`src/rtl/fpadd_arbiter_if.sv`:
```
// Bus bundle between the FP-adder arbiter and its requesters / external adder.
// slave  : arbiter side (takes requests and the adder result, drives grants,
//          responses and adder operands).
// master : requester/adder side (the mirror image).
// Signals: req_valid/ready/a/b/sub (request channel), resp_valid/ready/res/id
// (response channel), add_a/add_b/add_res (adder operands and sum), busy.
interface fpadd_arbiter_if #(
    parameter int unsigned N_REQ = 4,
    parameter int unsigned IDW   = $clog2(N_REQ)
);
    logic [N_REQ-1:0]    req_valid;
    logic [N_REQ-1:0]    req_ready;
    logic [32*N_REQ-1:0] req_a;
    logic [32*N_REQ-1:0] req_b;
    logic [N_REQ-1:0]    req_sub;
    logic [N_REQ-1:0]    resp_valid;
    logic [N_REQ-1:0]    resp_ready;
    logic [31:0]         resp_res;
    logic [IDW-1:0]      resp_id;
    logic [31:0]         add_a;
    logic [31:0]         add_b;
    logic [31:0]         add_res;
    logic                busy;

    modport slave (
        input  req_valid, req_a, req_b, req_sub, resp_ready, add_res,
        output req_ready, resp_valid, resp_res, resp_id, add_a, add_b, busy
    );

    modport master (
        output req_valid, req_a, req_b, req_sub, resp_ready, add_res,
        input  req_ready, resp_valid, resp_res, resp_id, add_a, add_b, busy
    );
endinterface

```
`src/rtl/fpadd_arbiter.sv`:
```
// Round-robin arbiter sharing one external combinational FP adder among
// N_REQ requesters. The winner's operands are registered onto add_a/add_b
// (b's sign flipped for subtract), held for LAT cycles, then the sum is
// captured and handed back to the winner with a valid/ready handshake.
// Ports:
//   clk  - rising-edge clock
//   rst  - synchronous, active-high reset
//   bus  - fpadd_arbiter_if.slave: request/response channels, adder operands
//          and result, busy flag
module fpadd_arbiter #(
    parameter int unsigned N_REQ = 4,
    parameter int unsigned LAT   = 1,
    parameter int unsigned IDW   = $clog2(N_REQ)
) (
    input  logic           clk,
    input  logic           rst,
    fpadd_arbiter_if.slave bus
);
    localparam int unsigned DW = 32;
    localparam int unsigned CW = 4;
    localparam logic [CW-1:0]  CNT_LAST = CW'(LAT - 1);
    localparam logic [IDW-1:0] PTR_RST  = IDW'(N_REQ - 1);

    typedef enum logic [1:0] {
        S_IDLE = 2'd0,
        S_WAIT = 2'd1,
        S_RESP = 2'd2
    } state_t;

    state_t           r_state;
    logic [IDW-1:0]   r_ptr;
    logic [IDW-1:0]   r_resp_id;
    logic [CW-1:0]    r_cnt;
    logic [DW-1:0]    r_add_a;
    logic [DW-1:0]    r_add_b;
    logic [DW-1:0]    r_resp_res;
    logic [N_REQ-1:0] r_resp_valid;
    logic             r_busy;

    logic             w_gnt_found;
    logic [IDW-1:0]   w_gnt_idx;
    logic [N_REQ-1:0] w_req_ready;
    logic [DW-1:0]    w_gnt_a;
    logic [DW-1:0]    w_gnt_b;
    logic             w_gnt_sub;
    logic             w_resp_done;

    // Round-robin pick: scan ptr+1, ptr+2, ... ; iterating from the farthest
    // slot down lets the nearest valid requester overwrite the result.
    always_comb begin : arbitrate
        w_gnt_found = 1'b0;
        w_gnt_idx   = '0;
        for (int k = int'(N_REQ); k >= 1; k--) begin
            for (int i = 0; i < int'(N_REQ); i++) begin
                if (bus.req_valid[i] &&
                    (32'(i) == ((32'(r_ptr) + 32'(k)) % N_REQ))) begin
                    w_gnt_found = 1'b1;
                    w_gnt_idx   = IDW'(i);
                end
            end
        end
    end

    // Winner's operand lanes and the one-hot accept strobe.
    always_comb begin : operand_mux
        w_gnt_a     = '0;
        w_gnt_b     = '0;
        w_gnt_sub   = 1'b0;
        w_req_ready = '0;
        for (int i = 0; i < int'(N_REQ); i++) begin
            if (w_gnt_idx == IDW'(i)) begin
                w_gnt_a   = bus.req_a[DW*i +: DW];
                w_gnt_b   = bus.req_b[DW*i +: DW];
                w_gnt_sub = bus.req_sub[i];
            end
            w_req_ready[i] = (r_state == S_IDLE) && w_gnt_found &&
                             (w_gnt_idx == IDW'(i));
        end
    end

    // resp_valid is one-hot to the owner, so masking resp_ready with it
    // ignores everyone else's ready.
    assign w_resp_done = (r_state == S_RESP) && (|(bus.resp_ready & r_resp_valid));

    // Control FSM and datapath registers.
    always_ff @(posedge clk) begin
        if (rst) begin
            r_state      <= S_IDLE;
            r_ptr        <= PTR_RST;
            r_resp_id    <= '0;
            r_cnt        <= '0;
            r_add_a      <= '0;
            r_add_b      <= '0;
            r_resp_res   <= '0;
            r_resp_valid <= '0;
            r_busy       <= 1'b0;
        end else begin
            case (r_state)
                S_IDLE: begin
                    if (w_gnt_found) begin
                        r_add_a   <= w_gnt_a;
                        r_add_b   <= {w_gnt_b[DW-1] ^ w_gnt_sub, w_gnt_b[DW-2:0]};
                        r_resp_id <= w_gnt_idx;
                        r_ptr     <= w_gnt_idx;
                        r_cnt     <= '0;
                        r_busy    <= 1'b1;
                        r_state   <= S_WAIT;
                    end
                end
                S_WAIT: begin
                    if (r_cnt == CNT_LAST) begin
                        r_resp_res <= bus.add_res;
                        for (int i = 0; i < int'(N_REQ); i++) begin
                            r_resp_valid[i] <= (r_resp_id == IDW'(i));
                        end
                        r_state <= S_RESP;
                    end else begin
                        r_cnt <= r_cnt + CW'(1);
                    end
                end
                S_RESP: begin
                    if (w_resp_done) begin
                        r_resp_valid <= '0;
                        r_busy       <= 1'b0;
                        r_state      <= S_IDLE;
                    end
                end
                default: begin
                    r_resp_valid <= '0;
                    r_busy       <= 1'b0;
                    r_state      <= S_IDLE;
                end
            endcase
        end
    end

    assign bus.req_ready  = w_req_ready;
    assign bus.resp_valid = r_resp_valid;
    assign bus.resp_res   = r_resp_res;
    assign bus.resp_id    = r_resp_id;
    assign bus.add_a      = r_add_a;
    assign bus.add_b      = r_add_b;
    assign bus.busy       = r_busy;
endmodule

```
`src/flat_wrapper.sv`:
```
// flat-port wrapper written by rule: the top's interface ports become plain ports
module fpadd_arbiter_flat 
#(
    parameter int unsigned N_REQ = 4,
    parameter int unsigned LAT   = 1,
    parameter int unsigned IDW   = $clog2(N_REQ)
)
  (clk, rst, bus_req_valid, bus_req_a, bus_req_b, bus_req_sub, bus_resp_ready, bus_add_res, bus_req_ready, bus_resp_valid, bus_resp_res, bus_resp_id, bus_add_a, bus_add_b, bus_busy);
  fpadd_arbiter_if #(.N_REQ(N_REQ), .IDW(IDW)) bus_i ();
  input  logic clk;
  input  logic rst;
  input wire logic [$bits(bus_i.req_valid)-1:0] bus_req_valid;
  input wire logic [$bits(bus_i.req_a)-1:0] bus_req_a;
  input wire logic [$bits(bus_i.req_b)-1:0] bus_req_b;
  input wire logic [$bits(bus_i.req_sub)-1:0] bus_req_sub;
  input wire logic [$bits(bus_i.resp_ready)-1:0] bus_resp_ready;
  input wire logic [$bits(bus_i.add_res)-1:0] bus_add_res;
  output wire logic [$bits(bus_i.req_ready)-1:0] bus_req_ready;
  output wire logic [$bits(bus_i.resp_valid)-1:0] bus_resp_valid;
  output wire logic [$bits(bus_i.resp_res)-1:0] bus_resp_res;
  output wire logic [$bits(bus_i.resp_id)-1:0] bus_resp_id;
  output wire logic [$bits(bus_i.add_a)-1:0] bus_add_a;
  output wire logic [$bits(bus_i.add_b)-1:0] bus_add_b;
  output wire logic [$bits(bus_i.busy)-1:0] bus_busy;
  assign bus_i.req_valid = bus_req_valid;
  assign bus_i.req_a = bus_req_a;
  assign bus_i.req_b = bus_req_b;
  assign bus_i.req_sub = bus_req_sub;
  assign bus_i.resp_ready = bus_resp_ready;
  assign bus_i.add_res = bus_add_res;
  assign bus_req_ready = bus_i.req_ready;
  assign bus_resp_valid = bus_i.resp_valid;
  assign bus_resp_res = bus_i.resp_res;
  assign bus_resp_id = bus_i.resp_id;
  assign bus_add_a = bus_i.add_a;
  assign bus_add_b = bus_i.add_b;
  assign bus_busy = bus_i.busy;
  fpadd_arbiter #(.N_REQ(N_REQ), .LAT(LAT), .IDW(IDW)) u_core (.clk(clk), .rst(rst), .bus(bus_i));
endmodule
```
`config.mk`:
```
export PLATFORM = sky130hd
export DESIGN_NAME = fpadd_arbiter_flat
export DESIGN_NICKNAME = d
export VERILOG_FILES = /design/src/rtl/fpadd_arbiter_if.sv /design/src/rtl/fpadd_arbiter.sv /design/src/flat_wrapper.sv
export SDC_FILE = /design/constraint.sdc
export NUM_CORES = 1
export LEC_CHECK = 0
export CORE_AREA = 2 2 159 161
export CTS_CLUSTER_SIZE = 24
export DETAILED_ROUTE_END_ITERATION = 12
export DIE_AREA = 0 0 161 163
export GPL_ROUTABILITY_DRIVEN = 0
export PLACE_DENSITY_LB_ADDON = 0.3
export SETUP_SLACK_MARGIN = 0.05
export SLEW_MARGIN = 20
export SYNTH_ARGS = -nofsm -noshare
export SYNTH_HDL_FRONTEND = slang
export SYNTH_SLANG_ARGS = --single-unit
```
`constraint.sdc`:
```
create_clock -name clk -period 3.3 [get_ports clk]
set_input_delay 0.66 -clock clk [delete_from_list [all_inputs] [get_ports clk]]
set_output_delay 0.66 -clock clk [all_outputs]
set_load 0.03 [all_outputs]
```
======== Yosys cells after proc, flatten, opt, wreduce, memory -nomap -nowiden ========
Cells that the tools add are included.
storage, ports and cells
  flip-flop bits (word level) ............. 111
  input port bits ......................... 302
  output and inout port bits .............. 107
  logic and storage cells ................. 136
operators by class
  $add $sub $neg .......................... 5
  equality and inequality tests ........... 24
  mux-type cells .......................... 56
  bitwise logic cells ..................... 4
  reductions and logical operators ........ 38
operators with widths
  operator               number
  $mux W32               8
  $logic_not A32 Y1      4
  $mux W2                17
  $mux W1                23
  $logic_and A1 B1 Y1    22
  $eq A2 B2 Y1 const A   8
  $mux W4                4
  $pmux W4 S3            1
  $reduce_and A3 Y1      4
  $eq A2 B2 Y1 const B   5
  $eq A1 B2 Y1 const A   4
  $pmux W4 S2            1
  $eq A2 B1 Y1 const B   3
  $logic_not A2 Y1       3
  $ne A2 B1 Y1 const B   3
  $pmux W2 S3            1
  $add A2 B1 Y2 const B  2
  $add A2 B2 Y2 const B  2
  $add A4 B1 Y4 const B  1
  $and A4 B4 Y4          1
  $logic_not A4 Y1       1
  $reduce_and A2 Y1      2
  $reduce_or A4 Y1       1
  $pmux W1 S3            1
  4 further kinds        5

======== Depth between registers and ports, before layout ========
Gate-level depths: netlist of the first run.
  depth after elaboration ................. 24
  mapped depth ............................ 10
  gate-level depth less buffers ........... 8

======== Worst setup path after synthesis of the first run ========
OpenSTA, ideal clock, no wires.
  kind .................................... input-to-output
  start point ............................. input port bus_req_valid[0]
  end point ............................... output port bus_req_ready[2]
  arrival ................................. 2205 ps
  slack ................................... 435 ps
  cell stages on the path ................. 9
  buffers on the path ..................... 4
  path through ............................ buf_6 -> o211ai_1 -> o21a_1 -> and2_1 -> buf_2 -> buf_2 -> buf_2 -> nand2_1 -> nor2_1
between the ends
  longest elaborated chain between the ends .. 19
  elaborated cells on any way between the ends .. 35
  those cells by class .................... eq/ne: 1; mux: 28; reduce/logical: 6
RTL lines
  what                   RTL line             RTL
  from (decl)            flat_wrapper.sv:12   input wire logic [$bits(bus_i.req_valid)-1:0] bus_req_valid;
  $logic_and A1 B1 Y1    fpadd_arbiter.sv:55  if (bus.req_valid[i] &&
  $mux W1 (16 in a row)  fpadd_arbiter.sv:55
  $logic_and A1 B1 Y1    fpadd_arbiter.sv:76  w_req_ready[i] = (r_state == S_IDLE) && w_gnt_found &&
  $logic_and A1 B1 Y1 *  fpadd_arbiter.sv:76
  to (decl)              flat_wrapper.sv:18   output wire logic [$bits(bus_i.req_ready)-1:0] bus_req_ready;
Every way passes the cells marked *; elsewhere a longest branch is shown, timed or not.

======== Worst setup path after layout of the first run ========
  start point ............................. input port bus_req_valid[0]
  end point ............................... output port bus_req_ready[3]
The elaborated chain is that of the path after synthesis.

==> out/qor.yml, run 1 <==
yosys:
  ys.warnings.count: 0
  ys_top_cells_by_area: "dfxtp_1, a21oi_1, nand2_1, a221o_1, a211oi_1"
  yosysSeqAreaShare_pct: 37.7
  synth-edff-count: 0
  ys_seq_elements: 111
  synth_area_um2: 5900
  syn_nets: 1036
  synthArstFlopShare_pct: 0
  syn_inst: 732
  ys.flop_type: "dfxtp_1"
  syn_avg_cell_area_um2: 8.06
  yosysTopAreaCellShare_pct: 37.7
  synth_cell_types: 56
  synth_largest_area_cell: "dfxtp_1"
sta:
  period_needed_ns: 3.02
  final.setup.tns_ns: 0
  worstMarginPinSlew_ns: 0.803
  final-hold-violation-count: 0
  fin_crit_sh_pct: 91.6
  maxSlewHeadroom_pct: 46.5
  slew_viol_final: 0
  setup_viol: 0
  clock_skew_ns: 0.0148
  finalWorstSetupSlack_ns: 0.276
  max_freq_mhz: 331
  rsz0062_at_grt: "no"
global_route:
  grt_pass1_vias: 6983
  grt-ovfl-total: 0
  grt_max_degree: 66
  grt_first_pass_wirelength_um: 39300
  antenna_found_initial: 3
  grt_usage_pct: 19.3
layout:
  drive_gt1_share_pct: 7.32
  fin_nets: 1406
  area_delta_synth_final_pct: 79.1
  final_cells: 1439
clock_network:
  cts_setup_buffers: 0
  cts_inserted_buffers: 9
  htreeDepth: 3
  cts_root_buf: "clkbuf_16"
  clock_sinks: 111
  cts_resized: 0
  cts_max_path_buffers: 2
  path_clk_slew_ns: 0.08
  clkLatencyLatePin_ns: 0.36
  cts_tree: "done"
  hold_buffers: 0
setup_path:
  crit_start: "bus_req_valid[0]"
  critPathMaxStageDelay_ns: 0.63
  critical_path_arrival_ns: 2.36
  worst_setup_path_end_kind: "primary output"
  rr_startpoint: "u_core.r_ptr[1]$_SDFFE_PP1P_"
  start_kind: "input port"
  crit_path_frequent_cell: "nand2_1"
  worst_path_max_delay_cell: "clkdlybuf4s50_1"
  r2r-end: "u_core.bus.add_a[14]$_SDFFE_PP0P_"
  r2r_setup_slack_ns: 0.85
  path_cells: "clkdlybuf4s50_1 -> buf_4 -> nand2_1 -> o21a_1 -> and2_2 -> nand2_1 -> nor2_1 -> buf_12"
  crit_cells: 8
  critical-path-top-delay-family: "buffers and inverters"
  cp_max_fo: 6
  reg2regPathDepth: 7
  cp_data_required_time_ns: 2.64
  crit_end: "bus_req_ready[3]"
  path_buf_inv: 3
  criticalPathCategory: "input port to primary output"
floorplan:
  core_area_um2: 24700
  fp.dieH_um: 163
  rows: 58
  ioPinCount: 409
  dieWidth_um: 161
  dieArea_um2: 26200
  initial_core_util_pct: 23.9
routing:
  drc_errors: 0
  ant_nets: 0
  wl_per_cell_um: 18.4
  via_per_inst: 4.84
  drt-initial-drc-count: 443
  drtPass1Iterations: 4
  routed_wl_um: 26500
  vias: 6967
run_status:
  status: "complete, no violations"
place:
  portBuffers: 408
  dp_slack_ns: 0.201
  place_inst: 1421
  dp_hpwl_um: 19600
pwr:
  p_leak_nw: 3.88
  sw_frac_of_total_pct: 38.2
  p_int_mw: 3.14
  powerDensity_nw_per_um2: 481
  p_comb_share_pct: 45.2
  clkPwrFrac_pct: 22.2
  peakVddDrop_mv: 0.226
  pwr-share-seq_pct: 32.6
  power_switching_mw: 1.94
min_path:
  hold_path_class: "flip-flop to flip-flop"
  hp-start: "u_core.bus.resp_res[19]$_SDFFE_PP0P_"
run:
  max-cap-violations: 0
## cell usage after synthesis (2+ instances only)
library cell / number
a221o_1: 41
nor3_1: 21
buf_4: 4
buf_6: 8
o21bai_1: 2
xor2_1: 2
o211ai_1: 3
o221ai_1: 2
mux2_4: 18
and2_1: 5
inv_1: 4
nand2_1: 113
or3_1: 3
a21oi_1: 112
dfxtp_1: 111
a211oi_1: 36
clkbuf_1: 25
nor2b_1: 2
a21o_1: 4
ha_1: 2
o21a_1: 2
buf_1: 2
nand3_1: 3
nor2_1: 67
a21oi_2: 2
nand2b_1: 2
mux2i_1: 2
buf_2: 31
o21ai_0: 54
or2_2: 3
o2bb2ai_1: 21
## sequential cells by signal (all words and copies together), names as in the netlist
| register | count |
|---|---|
| u_core.bus.resp_res | 32 |
| u_core.bus.resp_valid | 4 |
| u_core.bus.add_b | 32 |
| u_core.r_cnt | 4 |
| u_core.r_state | 2 |
| u_core.r_ptr | 2 |
| u_core.bus.add_a | 32 |
| u_core.bus.resp_id | 2 |
| u_core.bus.busy | 1 |
## cells by family (layout without fill, tap and decap cells)
logic type / count (synthesis) / in the layout / share of synthesized area (%)
flip-flops: 111 / 111 / 37.7
multiplexers: 20 / 20 / 4.92
AND/OR/NAND/NOR: 230 / 230 / 16.9
XOR/XNOR: 2 / 2 / 0.297
buffers and inverters: 75 / 450 / 6.72
AO/OA/AOI/OAI: 292 / 292 / 33.0
other: 0 / 2 / 0
adder cells (fa/ha/maj): 2 / 2 / 0.424
## layout make-up
class	instances	area (µm²)
inverter	4	15.0
fill	2503	14100
tap	330	413
antenna	2	5.00
clock inverter	7	77.6
sequential	111	2220
clock buffer	9	225
timing repair buffer	430	4310
multi-input combinational	546	3290
## per-stage QoR
step           util [%]  hold WS [ns]  power, mW  instance area (µm²)
2_1_floorplan         -         0.462       2.94                 5900
3_3_place_gp       41.6         0.436       3.99                10300
3_5_place_dp       41.6         0.439       4.00                10300
4_1_cts            42.8         0.457       5.15                10600
5_1_grt            42.8         0.479       5.38                10600
6_report           42.8         0.454       5.08                10600
## power groups by stage
stage               Combinational, mW  Clock [mW]  Sequential [mW]
floorplan                       0.925           0             2.01
global placement                 2.31           0             1.68
detailed placement               2.31           0             1.69
CTS                              2.32        1.17             1.66
global route                     2.47        1.22             1.69
finish                           2.30        1.13             1.66
## worst min path at each step
stage	end	depth (start not counted)
global placement	u_core.bus.add_a[13]$_SDFFE_PP0P_	1
finish	u_core.bus.resp_res[19]$_SDFFE_PP0P_	2
CTS	u_core.bus.resp_res[1]$_SDFFE_PP0P_	2
detailed placement	u_core.bus.add_a[5]$_SDFFE_PP0P_	1
floorplan	u_core.r_cnt[1]$_SDFFE_PP0P_	2
global route	u_core.bus.resp_res[20]$_SDFFE_PP0P_	2
## cells in the final DEF (no fill, tap or decap), types with 36 or more instances in the layout
| cell | synthesis | final |
|---|---|---|
| a21oi_1 | 112 | 112 |
| nand2_1 | 113 | 112 |
| dfxtp_1 | 111 | 111 |
| a211oi_1 | 36 | 36 |
| a221o_1 | 41 | 41 |
| o21ai_0 | 54 | 54 |
| nor2_1 | 67 | 67 |
| clkdlybuf4s50_1 | 0 | 402 |
## routing by layer
metal | wire length (µm) | GRT usage (%) | up-vias
met5 | 16 | 0 | -
met4 | 620 | 6.66 | 2
met3 | 2140 | 5.91 | 33
met2 | 13300 | 34.9 | 285
met1 | 10400 | 21.6 | 3238
li1 | - | - | 3409
## worst reg2reg max path, stage by stage (launching register included)
cell and delay, ns:
dfxtp_1 0.70, a21boi_0 0.18, o21ba_1 0.25, a211o_2 0.33, buf_4 0.27, mux2_4 0.36, a21oi_1 0.14, nor3_1 0.07
(Power assumes the default switching activity.)
==> run 2, diff against run 1 <==
--- a/config.mk
+++ b/config.mk
@@ -5,10 +5,13 @@
 export SDC_FILE = /design/constraint.sdc
 export NUM_CORES = 1
 export LEC_CHECK = 0
-export CORE_AREA = 2 2 159 161
+export CAP_MARGIN = 10
+export CELL_PAD_IN_SITES_DETAIL_PLACEMENT = 0
+export CELL_PAD_IN_SITES_GLOBAL_PLACEMENT = 1
+export CORE_MARGIN = 2
+export CORE_UTILIZATION = 22
 export CTS_CLUSTER_SIZE = 24
 export DETAILED_ROUTE_END_ITERATION = 12
-export DIE_AREA = 0 0 161 163
 export GPL_ROUTABILITY_DRIVEN = 0
 export PLACE_DENSITY_LB_ADDON = 0.3
 export SETUP_SLACK_MARGIN = 0.05
==> constraint.sdc (replaced) <==
create_clock -name clk -period 2.6 [get_ports clk]
set_input_delay 0.52 -clock clk [delete_from_list [all_inputs] [get_ports clk]]
set_output_delay 0.52 -clock clk [all_outputs]
set_load 0.03 [all_outputs]
==> run 2 against run 1 <==
  * The run now ends with design-rule violations left
  * First-iteration DRC count shrank 26%
  * Critical path type is now flip-flop to primary output
  * Non-clock buffer count grew 39
  * Register-to-register slack lost 0.35 ns
==> out/qor.yml, run 2 (same netlist as run 1, synthesis figures left out) <==
place:
  placed_area_um2: 10600
  portBuffers: 408
  dp_hpwl_um: 21500
  place_inst: 1458
clock_network:
  clock_sinks: 111
  cts_max_path_buffers: 2
  path_clk_slew_ns: 0.09
  cts_root_buf: "clkbuf_16"
  cts_tree: "done"
  htreeDepth: 3
  hold_buffers: 0
  cts_inserted_buffers: 9
  clkLatencyLatePin_ns: 0.36
sta:
  slew_viol_final: 0
  max_freq_mhz: 405
  final.setup.tns_ns: 0
  final-hold-violation-count: 0
  worstMarginPinSlew_ns: 0.666
  period_needed_ns: 2.47
  clock_skew_ns: 0.0123
  rsz0062_at_grt: "yes"
  whs_ns: 0.454
  fin_crit_sh_pct: 95.0
  setup_viol: 0
  maxSlewHeadroom_pct: 55.6
min_path:
  hp-start: "u_core.bus.add_b[1]$_SDFFE_PP0P_"
  hold_path_class: "flip-flop to flip-flop"
layout:
  most-common-layout-cells: "clkdlybuf4s50_1, nand2_1, a21oi_1"
  drive_gt1_share_pct: 11.0
  finalInstanceArea_um2: 11000
  fin_nets: 1445
  area_delta_synth_final_pct: 86.7
  final_cells: 1486
  layout_commonest_cell: "clkdlybuf4s50_1"
global_route:
  grt-ovfl-total: 0
  grt_usage_pct: 19.1
  antenna_found_initial: 6
  grt_pass1_vias: 7224
  grt_max_degree: 54
  grt_first_pass_wirelength_um: 41500
routing:
  wl_per_cell_um: 18.7
  ant_nets: 0
  dr_wl_met2_um: 14000
  via_per_inst: 4.75
  vias: 7052
  topRoutingLayerUsed: "met5"
  drt-initial-drc-count: 326
  drtPass1Iterations: 8
  wl_met1_um: 10900
  routed_wl_um: 27800
  wl_met3_um: 2190
  drc_errors: 2
pwr:
  p_leak_nw: 4.12
  peakVddDrop_mv: 0.290
  powerDensity_nw_per_um2: 605
setup_path:
  cp_data_required_time_ns: 2.08
  cp_max_fo: 16
  criticalPathCategory: "flip-flop to primary output"
  worst_setup_path_end_kind: "primary output"
  start_kind: "flip-flop"
  rr_startpoint: "u_core.r_ptr[1]$_SDFFE_PP1P_"
  critical_path_arrival_ns: 1.95
  crit_start: "u_core.r_ptr[1]$_SDFFE_PP1P_"
floorplan:
  fp.dieH_um: 168
  ioPinCount: 409
  dieArea_um2: 28100
  initial_core_util_pct: 22.5
  dieWidth_um: 168
  rows: 59
  core_area_um2: 26200
run:
  max-cap-violations: 0
run_status:
  violations: "design-rule violations"
  status: "complete, but fails checks"
## run 2: area by class of cell
class / count / area (µm²)
multi-input combinational: 546 / 3320
fill: 2656 / 15200
sequential: 111 / 2220
timing repair buffer: 469 / 4720
inverter: 4 / 15.0
clock inverter: 6 / 57.6
clock buffer: 10 / 239
antenna: 5 / 12.5
tap: 335 / 419
## run 2: worst paths after layout
kind	endpoint	slack, ns	cells after the start
max	bus_req_ready[3]	0.13	8
min	u_core.bus.add_b[1]$_SDFFE_PP0P_	0.45	2
max reg2reg	u_core.bus.add_b[15]$_SDFFE_PP0P_	0.50	9
min reg2reg	u_core.bus.add_b[1]$_SDFFE_PP0P_	0.45	2
## run 2: power by group
part | leakage (nW) | internal [mW] | switching, mW
clock | 0.148 | 0.706 | 0.746
sequential | 0.915 | 1.94 | 0.154
combinational | 3.06 | 1.51 | 1.60
total | 4.12 | 4.16 | 2.50
## run 2: per-stage QoR
stage	worst slack [ns]	total power [mW]	utilization (%)
finish	0.129	6.66	42.0
CTS	0.0545	6.76	41.8
floorplan	0.0154	3.73	-
global route	0.0192	7.05	42.0
detailed placement	-0.145	5.24	40.5
global placement	-0.168	5.23	40.5
## run 2: routing by layer
| metal | vias to the layer above | global-route usage [%] |
|---|---|---|
| met5 | - | 0 |
| met4 | 2 | 7.18 |
| met3 | 38 | 5.91 |
| met2 | 278 | 34.5 |
| met1 | 3250 | 21.0 |
| li1 | 3484 | - |
## run 2: repair_timing
| item | in CTS | in global routing |
|---|---|---|
| setup buffers | 4 | 3 |
| gates resized for setup | 9 | 5 |
| pin swaps | 4 | 2 |
| endpoints found under the setup margin | 4 | 4 |
## run 2: worst max-delay path, cell delays in order, from the launching register on
cell and delay [ns]:
dfxtp_1 0.36, buf_4 0.22, nand2_1 0.13, a21oi_1 0.24
buf_4 0.17, a211oi_4 0.04, buf_4 0.14, nor2_2 0.12
buf_4 0.17
